`src/rtl/riscv_pkg.sv`:
```
// Shared RV32I definitions: datapath widths, load funct3 encodings and the
// writeback-stage state encoding.
package riscv_pkg;

  localparam int XLEN   = 32;
  localparam int REG_AW = 5;

  // Load size/sign encodings carried in funct3.
  localparam logic [2:0] F3_LB  = 3'b000;
  localparam logic [2:0] F3_LH  = 3'b001;
  localparam logic [2:0] F3_LW  = 3'b010;
  localparam logic [2:0] F3_LBU = 3'b100;
  localparam logic [2:0] F3_LHU = 3'b101;

  typedef enum logic [1:0] {
    WB_IDLE     = 2'd0,
    WB_WAIT_MEM = 2'd1,
    WB_WRITE    = 2'd2
  } wb_state_e;

endpackage

```
`src/rtl/load_extend.sv`:
```
// Combinational load data aligner/extender: picks the addressed byte or
// halfword out of a raw memory word and sign- or zero-extends it.
// Undefined funct3 values pass the full word through, as for LW.
module load_extend
  import riscv_pkg::*;
(
  input  logic [2:0]  funct3,
  input  logic [1:0]  addr_lo,
  input  logic [31:0] rdata,
  output logic [31:0] ext_data
);

  logic [7:0]  byte_sel;
  logic [15:0] half_sel;

  // Lane selection and extension; every path assigns ext_data.
  always_comb begin
    case (addr_lo)
      2'd0:    byte_sel = rdata[7:0];
      2'd1:    byte_sel = rdata[15:8];
      2'd2:    byte_sel = rdata[23:16];
      default: byte_sel = rdata[31:24];
    endcase

    // Halfword lane uses only addr_lo[1]; misaligned bit 0 is ignored.
    half_sel = addr_lo[1] ? rdata[31:16] : rdata[15:0];

    case (funct3)
      F3_LB:   ext_data = {{24{byte_sel[7]}}, byte_sel};
      F3_LBU:  ext_data = {24'b0, byte_sel};
      F3_LH:   ext_data = {{16{half_sel[15]}}, half_sel};
      F3_LHU:  ext_data = {16'b0, half_sel};
      default: ext_data = rdata;
    endcase
  end

endmodule

```
`src/rtl/writeback_stage.sv`:
```
// RV32I writeback stage: retires one instruction per handshake, waits for
// the data-memory response on loads, and drives the register-file write
// port (wb_data / wb_rd / regwrite) with registered outputs.
// Optional build macro WB_RETIRE_CNT_EN adds a 64-bit retire counter port.
module writeback_stage #(
  parameter int XLEN   = riscv_pkg::XLEN,
  parameter int REG_AW = riscv_pkg::REG_AW
) (
  input  logic              clk,
  input  logic              rst_n,
  input  logic              in_valid,
  output logic              in_ready,
  input  logic [REG_AW-1:0] in_rd,
  input  logic              in_regwrite,
  input  logic              in_mem_to_reg,
  input  logic [2:0]        in_funct3,
  input  logic [1:0]        in_addr_lo,
  input  logic [XLEN-1:0]   in_alu_result,
  input  logic              mem_rvalid,
  input  logic [XLEN-1:0]   mem_rdata,
  output logic [XLEN-1:0]   wb_data,
  output logic [REG_AW-1:0] wb_rd,
  output logic              regwrite,
  output logic              stall
`ifdef WB_RETIRE_CNT_EN
  ,
  output logic [63:0]       retire_cnt
`endif
);

  import riscv_pkg::*;

  wb_state_e         state_q, state_d;
  logic [XLEN-1:0]   wb_data_q, wb_data_d;
  logic [REG_AW-1:0] wb_rd_q, wb_rd_d;
  logic              regwrite_q, regwrite_d;

  // Context of the outstanding load, held while waiting for memory.
  logic [REG_AW-1:0] ld_rd_q, ld_rd_d;
  logic              ld_we_q, ld_we_d;
  logic [2:0]        ld_funct3_q, ld_funct3_d;
  logic [1:0]        ld_addr_q, ld_addr_d;

  logic [31:0]       ld_ext;
  logic              accept;

  load_extend u_load_extend (
    .funct3   (ld_funct3_q),
    .addr_lo  (ld_addr_q),
    .rdata    (mem_rdata[31:0]),
    .ext_data (ld_ext)
  );

  // Ready depends only on state, and is held low throughout reset.
  assign in_ready = rst_n & (state_q != WB_WAIT_MEM);
  assign stall    = ~in_ready;
  assign accept   = in_valid & in_ready;

  // Next-state and next-output logic for the retire FSM.
  always_comb begin
    // NOTE: every variable gets a default first so no path can infer a latch.
    state_d     = state_q;
    wb_data_d   = wb_data_q;
    wb_rd_d     = wb_rd_q;
    regwrite_d  = 1'b0;
    ld_rd_d     = ld_rd_q;
    ld_we_d     = ld_we_q;
    ld_funct3_d = ld_funct3_q;
    ld_addr_d   = ld_addr_q;

    case (state_q)
      WB_IDLE, WB_WRITE: begin
        if (accept) begin
          if (in_mem_to_reg) begin
            state_d     = WB_WAIT_MEM;
            ld_rd_d     = in_rd;
            ld_we_d     = in_regwrite;
            ld_funct3_d = in_funct3;
            ld_addr_d   = in_addr_lo;
          end else begin
            state_d    = WB_WRITE;
            wb_data_d  = in_alu_result;
            wb_rd_d    = in_rd;
            regwrite_d = in_regwrite & (in_rd != '0);
          end
        end else begin
          state_d = WB_IDLE;
        end
      end

      WB_WAIT_MEM: begin
        if (mem_rvalid) begin
          state_d    = WB_WRITE;
          wb_data_d  = XLEN'(ld_ext);
          wb_rd_d    = ld_rd_q;
          regwrite_d = ld_we_q & (ld_rd_q != '0);
        end
      end

      default: state_d = WB_IDLE;
    endcase
  end

  // State and output registers with synchronous active-low reset.
  always_ff @(posedge clk) begin
    if (!rst_n) begin
      // NOTE: the load context is cleared too so an abandoned load leaves no
      // stale destination behind; it is never consumed outside WB_WAIT_MEM.
      state_q     <= WB_IDLE;
      wb_data_q   <= '0;
      wb_rd_q     <= '0;
      regwrite_q  <= 1'b0;
      ld_rd_q     <= '0;
      ld_we_q     <= 1'b0;
      ld_funct3_q <= F3_LW;
      ld_addr_q   <= '0;
    end else begin
      // NOTE: non-blocking assignments keep every flop sampling pre-edge values.
      state_q     <= state_d;
      wb_data_q   <= wb_data_d;
      wb_rd_q     <= wb_rd_d;
      regwrite_q  <= regwrite_d;
      ld_rd_q     <= ld_rd_d;
      ld_we_q     <= ld_we_d;
      ld_funct3_q <= ld_funct3_d;
      ld_addr_q   <= ld_addr_d;
    end
  end

  assign wb_data  = wb_data_q;
  assign wb_rd    = wb_rd_q;
  assign regwrite = regwrite_q;

`ifdef WB_RETIRE_CNT_EN
  logic [63:0] retire_cnt_q, retire_cnt_d;

  // Count every commit cycle, including rd=0 commits; wraps naturally.
  always_comb begin
    retire_cnt_d = retire_cnt_q + 64'(state_q == WB_WRITE);
  end

  // Retire counter register.
  always_ff @(posedge clk) begin
    if (!rst_n) retire_cnt_q <= '0;
    else        retire_cnt_q <= retire_cnt_d;
  end

  assign retire_cnt = retire_cnt_q;
`endif

endmodule
```
`config.mk`:
```
export PLATFORM = sky130hd
export DESIGN_NAME = writeback_stage
export DESIGN_NICKNAME = d
export VERILOG_FILES = /design/src/rtl/riscv_pkg.sv /design/src/rtl/load_extend.sv /design/src/rtl/writeback_stage.sv
export SDC_FILE = /design/constraint.sdc
export NUM_CORES = 1
export LEC_CHECK = 0
export CORE_ASPECT_RATIO = 0.75
export CORE_UTILIZATION = 38
export CTS_BUF_LIST = sky130_fd_sc_hd__clkbuf_8
export CTS_CLUSTER_DIAMETER = 200
export CTS_CLUSTER_SIZE = 30
export DETAILED_ROUTE_END_ITERATION = 10
export HOLD_SLACK_MARGIN = 0.1
export PLACE_DENSITY = 0.73
export SETUP_SLACK_MARGIN = 0.02
export SYNTH_ARGS = -nofsm -noshare
export SYNTH_HDL_FRONTEND = slang
export SYNTH_SLANG_ARGS = --single-unit
```
`constraint.sdc`:
```
create_clock -name clk -period 2.35 [get_ports clk]
set_clock_uncertainty 0.2 [all_clocks]
set_input_delay 0.47 -clock clk [delete_from_list [all_inputs] [get_ports clk]]
set_output_delay 0.47 -clock clk [all_outputs]
set_load 0.005 [all_outputs]
```
==> impl_metrics.toml, run 1 <==
[critical_path]
worst-setup-path-type = "reg -> out"
cpMaxStageDelayCell = "clkdlybuf4s50_1"
end_kind = "output pin"
cp_cell_sequence = "and2b_1, nor2_4, inv_1, clkdlybuf4s50_1"
cp_num_buf_inv = 2
max_stage_delay_ns = 0.49
worst_setup_path_start_kind = "register"
cp.required_ns = 1.68
cp_top_family = "buffers and inverters"
arrival_ns = 1.49
cp-startpoint = "state_q[0]"
r2r-start = "state_q[0]"
critPathMaxFanout = 5

[synthesis]
synth.net_count = 417
synth_xor_area_share_pct = 0
synth-seq-area-share_pct = 36.4
synthDistinctLibCells = 36
synth_area_leaders = "dfxtp_1 36%, nand2_1 9.8%, o21ai_0 7.0%"
synthAdderAreaFrac_pct = 0
synthFlopType = "dfxtp_1"
async_flop_share_pct = 0
yosysTopAreaCellShare_pct = 36.4
netlist_instances = 337
synth_top_family_by_area = "compound AO/OA/AOI/OAI gates"
avgSynthCellArea_um2 = 8.32
post-synth-top-area-cell = "dfxtp_1"
synth_simple_gate_area_share_pct = 15.9
synth_warnings = 0
synth-edff-count = 0
synth_area_um2 = 2810
synth_compound_area_share_pct = 31.2
muxShareOfSynthArea_pct = 10.6
ys_ff_latch = 51

[timing]
fin_crit_ns = 2.16
setup_viol = 0
slew_violations = 0
fin_tns_setup_ns = 0
slew_headroom_pct = 43.0
finalCritPeriodShare_pct = 91.8
finalHoldViolations = 0
tightest_slew_ns = 0.855
rsz0062_at_grt = "false"
clock.fmax_mhz = 464

[pwr]
power_leakage_nw = 1.53
powerDensity_nw_per_um2 = 457
total_power_mw = 1.94
ir_drop_v = 0.000255

[clock_tree]
cts-htree-levels = 2
clk_pin_slew_ns = 0.09
cts_tree = "done"
cts_hold_buf = 0
cts_root_buf = "clkbuf_8"
clockBufferDepth = 2
cts_resized = 3
numCtsBuffers = 5
postCtsSetupRepairBufs = 0
clk_latency_ns = 0.31
cts.sinks = 51

[run_status]
outcome = "complete, no violations"

[global_routing]
track_usage_pct = 24.9
grt_pass1_vias = 2981
grt_antenna_before_repair = 0
grt_max_degree = 36
grt_overflow = 0
grt_pass1_wl_mm = 15.0

[drt]
routed_wl_mm = 9.42
drcViolationCount = 0
first_pass_iters = 5
via_per_inst = 5.62
wl_per_cell_um = 17.0
drtIter0Drc = 182
antenna_left = 0
num_vias = 3109

[finish]
syn2layout_area_growth_pct = 51.4
layout.nets = 534
antenna_cells = 0
drive_gt1_share_pct = 13.6
final_cell_area_um2 = 4250
nFillCells = 623

[die]
pin_count = 120
die_x_um = 101
row_count = 26
start_util_pct = 40.3
die_y_um = 76.4
core_um2 = 6960
die_area_um2 = 7730

[run]
drv_cap = 0

[place]
port_buffers = 119
hpwlAfterDp_mm = 7.18
placed_area_um2 = 4150
place_congestion = 0.851

[min_path]
min_path_type = "reg -> reg"
min-delay-start = "ld_we_q"
## placed cells by master, fill, tap and decap left out, types with 9 or more instances in the layout
cell type,count
a221oi_2,10
o211ai_1,9
dfxtp_1,51
nor2_1,9
clkdlybuf4s50_1,117
a21oi_1,37
nand2_1,73
a21o_1,9
o21ai_0,39
buf_4,21
## cells by family after synthesis
kind of cell / Yosys count
AO/OA/AOI/OAI: 128
buffers and inverters: 36
flip-flops: 51
multiplexers: 19
AND/OR/NAND/NOR: 103
## worst reg2reg max path, cell delays in order, from the launching register on
cell and delay (ns):
dfxtp_1 0.40, and2b_1 0.21, buf_4 0.32, a21o_1 0.21, buf_4 0.24, o21ai_0 0.15, a221oi_2 0.29
## per-layer routing
metal | vias to the layer above | share of wire [%] | GRT usage (%)
met5 | - | 0 | 0
met2 | 157 | 45 | 38.9
li1 | 1462 | - | -
met3 | 15 | 8.8 | 4.77
met1 | 1475 | 45 | 35.3
met4 | 0 | 1.1 | 5.22
## worst paths after layout
path / slack, ns / endpoint / depth (start not counted)
max: 0.19 / stall / 4
max reg2reg: 0.26 / wb_data[25] / 6
min reg2reg: 0.26 / ld_we_q / 2
min: 0.26 / ld_we_q / 2
## registers in the layout, summed over array words and instances, names as in the netlist
name         flops
state_q          2
regwrite         1
wb_rd            5
wb_data         32
ld_funct3_q      3
ld_rd_q          5
ld_we_q          1
ld_addr_q        2
## where the power goes
group,internal (mW),total (mW),switching [mW]
logic,0.286,0.491,0.205
clock network,0.208,0.508,0.300
registers,0.909,0.940,0.0310
## Yosys cell counts (2+ instances only)
| master | instances |
|---|---|
| clkbuf_1 | 16 |
| a21oi_1 | 37 |
| a221oi_1 | 7 |
| nor2b_1 | 2 |
| mux2_2 | 7 |
| dfxtp_1 | 51 |
| and3_1 | 7 |
| a221oi_2 | 10 |
| a311oi_1 | 5 |
| o211ai_1 | 9 |
| a21o_1 | 9 |
| nand2_1 | 73 |
| or4_1 | 2 |
| mux4_2 | 7 |
| nand2b_1 | 3 |
| buf_2 | 10 |
| o21ai_0 | 39 |
| inv_1 | 4 |
| nor2_1 | 10 |
| a31oi_1 | 6 |
| a21oi_2 | 2 |
| buf_1 | 2 |
| mux2i_1 | 3 |
| mux2_4 | 2 |
| buf_6 | 2 |
| o2111ai_1 | 2 |
## final cells by class
type,count,area (µm²),area share (%)
Clock inverter,3,20.0,0.471
Tap cell,98,123,2.89
Sequential cell,51,1020,24.0
Inverter,5,20.0,0.471
Timing Repair Buffer,141,1370,32.3
Clock buffer,5,68.8,1.62
Multi-Input combinational cell,250,1630,38.3
## metrics by stage
step                setup slack (ns)  hold slack (ns)  std cells  utilization [%]
floorplan                      0.528            0.237        337                -
CTS                           0.0415            0.262        553             60.9
detailed placement           -0.0549            0.248        545             59.6
global placement              0.0101            0.244        545             59.6
finish                         0.194            0.260        553             61.0
global route                   0.101            0.305        553             61.0
(Power assumes the default switching activity.)
==> run 2: changes to the inputs <==
--- a/config.mk
+++ b/config.mk
@@ -6,13 +6,15 @@
 export NUM_CORES = 1
 export LEC_CHECK = 0
 export CORE_ASPECT_RATIO = 0.75
+export CORE_MARGIN = 1.5
 export CORE_UTILIZATION = 38
-export CTS_BUF_LIST = sky130_fd_sc_hd__clkbuf_8
+export CTS_BUF_LIST = sky130_fd_sc_hd__clkbuf_4
 export CTS_CLUSTER_DIAMETER = 200
 export CTS_CLUSTER_SIZE = 30
 export DETAILED_ROUTE_END_ITERATION = 10
 export HOLD_SLACK_MARGIN = 0.1
 export PLACE_DENSITY = 0.73
+export REMOVE_ABC_BUFFERS = 1
 export SETUP_SLACK_MARGIN = 0.02
 export SYNTH_ARGS = -nofsm -noshare
 export SYNTH_HDL_FRONTEND = slang
==> run 2 against run 1 <==
Net effect: sequential cell count did not move; global-route usage fell by 0.16 points; cell area fell by 0.85%; first-iteration DRC count fell by 11%; worst hold slack improved by 0.013 ns; combinational power barely moved; clock power fell by 22%; cell count fell by 0.54%; via count fell by 0.68%; largest cell class unchanged; highest routed layer unchanged.
==> impl_metrics.toml, run 2 (same netlist as run 1, synthesis figures left out) <==
[clock_tree]
cts_tree = "done"
numCtsBuffers = 5
cts.sinks = 51
cts-htree-levels = 2
clk_latency_ns = 0.38
cts_root_buf = "clkbuf_4"
clockBufferDepth = 2
cts_hold_buf = 0
clk_pin_slew_ns = 0.14

[drt]
num_vias = 3088
drtIter0Drc = 162
first_pass_iters = 4
via_per_inst = 5.61
routed_wl_mm = 9.65
wl_per_cell_um = 17.5
drcViolationCount = 0
antenna_left = 0

[global_routing]
grt_pass1_wl_mm = 15.4
grt_overflow = 0
grt_max_degree = 50
track_usage_pct = 24.7
grt_antenna_before_repair = 0
grt_pass1_vias = 3045

[critical_path]
r2r-start = "state_q[1]"
max_stage_delay_ns = 0.44
worst-setup-path-type = "reg -> out"
reg2reg_depth = 6
arrival_ns = 1.61
critPathMaxFanout = 3
cpMaxStageDelayCell = "clkdlybuf4s50_1"
cp.required_ns = 1.68
rrSetupSlack_ns = 0.35
r2r_end = "wb_data[31]"
end_kind = "output pin"
cp-startpoint = "state_q[0]"
worst_setup_path_start_kind = "register"
cp_cell_sequence = "and2b_2, nor2_4, inv_1, clkdlybuf4s50_1"

[timing]
slew_headroom_pct = 63.3
finalHoldViolations = 0
tightest_slew_ns = 0.549
slew_violations = 0
finalCritPeriodShare_pct = 97.1
clock.fmax_mhz = 438
rsz0062_at_grt = "false"
fin_crit_ns = 2.28
hold_ws_ns = 0.273
setup_viol = 0

[finish]
layout.nets = 533
nFillCells = 646
final_common_cell = "clkdlybuf4s50_1"
syn2layout_area_growth_pct = 50.1
layout_common_cells = "117 x clkdlybuf4s50_1, 73 x nand2_1, 49 x dfxtp_1"
largest_register_ffs = 32
antenna_cells = 0
final_cells = 550
final_util_pct = 60.5
drive_gt1_share_pct = 13.7

[pwr]
p_sw_share_pct = 28.1
ir_drop_v = 0.000225
p_clk_share_pct = 21.8
p_seq_share_pct = 51.5
power_frac_comb_pct = 26.8
powerDensity_nw_per_um2 = 434
p_sw_uw = 514
power_leakage_nw = 1.51
intPower_mw = 1.31

[die]
start_util_pct = 40.3
core_um2 = 6960
die_y_um = 77.4
die_area_um2 = 7910
pin_count = 120
die_x_um = 102
row_count = 26

[place]
hpwlAfterDp_mm = 6.84
dp.cells = 542
place_congestion = 0.846
port_buffers = 119

[min_path]
min-delay-start = "ld_we_q"
whs_endpoint = "ld_we_q"
whs_path_depth = 2
min_path_type = "reg -> reg"

[run_status]
outcome = "complete, no violations"

[run]
drv_cap = 0
==> run 2: cell count changes in the layout (fill, tap and decap cells not counted), moves of 2 or more <==
cell        change
clkbuf_4        +6
clkbuf_8        -5
buf_4           -2
clkinvlp_4      -2
dfxtp_1         -2
==> run 2: worst max path at each step <==
stage                  end  slack, ns  cells past startpoint
5_1_grt              stall       0.02                      4
4_1_cts              stall       0.02                      4
2_1_floorplan  wb_data[17]      -0.35                      4
3_3_place_gp      in_ready      -0.23                      4
6_report             stall       0.07                      4
3_5_place_dp   wb_data[31]      -0.28                      7
==> run 2: layer usage <==
metal	vias up	part of all wire, %	global-route usage [%]
li1	1463	-	-
met2	161	43	38.3
met5	-	0	0
met4	0	1.4	6.58
met3	13	9.5	5.23
met1	1451	46	34.8
==> run 2: timing repair <==
action                     in CTS  in global routing
gates resized for setup         8                  1
pin swaps                       1                  1
setup endpoints to repair       2                  1
buffers inserted                1                  1
==> run 2: cell type report <==
| cell class | count | area, µm² | share of cell area (%) |
|---|---|---|---|
| clock buffer | 6 | 45.0 | 1.07 |
| inverter | 5 | 20.0 | 0.475 |
| multi-input combinational | 250 | 1630 | 38.6 |
| sequential | 51 | 1030 | 24.4 |
| tap | 98 | 123 | 2.91 |
| timing repair buffer | 140 | 1370 | 32.6 |
==> run 2: metrics by stage <==
stage | area [µm²] | TNS (ns) | setup slack [ns] | power, mW
floorplan | 2660 | -7.09 | -0.351 | 1.13
detailed placement | 4140 | -4.53 | -0.275 | 1.44
finish | 4210 | 0 | 0.0674 | 1.83
global route | 4210 | 0 | 0.0211 | 1.91
global placement | 4140 | -2.62 | -0.227 | 1.43
CTS | 4200 | 0 | 0.0203 | 1.83
==> run 2: worst max-delay path, delay by kind of cell, from the launching register on <==
family	cells	cell delay [ns]
buffers and inverters	2	0.50
DFF	1	0.37
and+or+nand+nor	2	0.37
==> run 2: power groups by stage <==
stage	Combinational (mW)	Sequential [mW]	Clock (mW)
floorplan	0.166	0.962	0
CTS	0.487	0.940	0.407
finish	0.489	0.940	0.398
global route	0.528	0.945	0.439
detailed placement	0.482	0.959	0
global placement	0.473	0.959	0
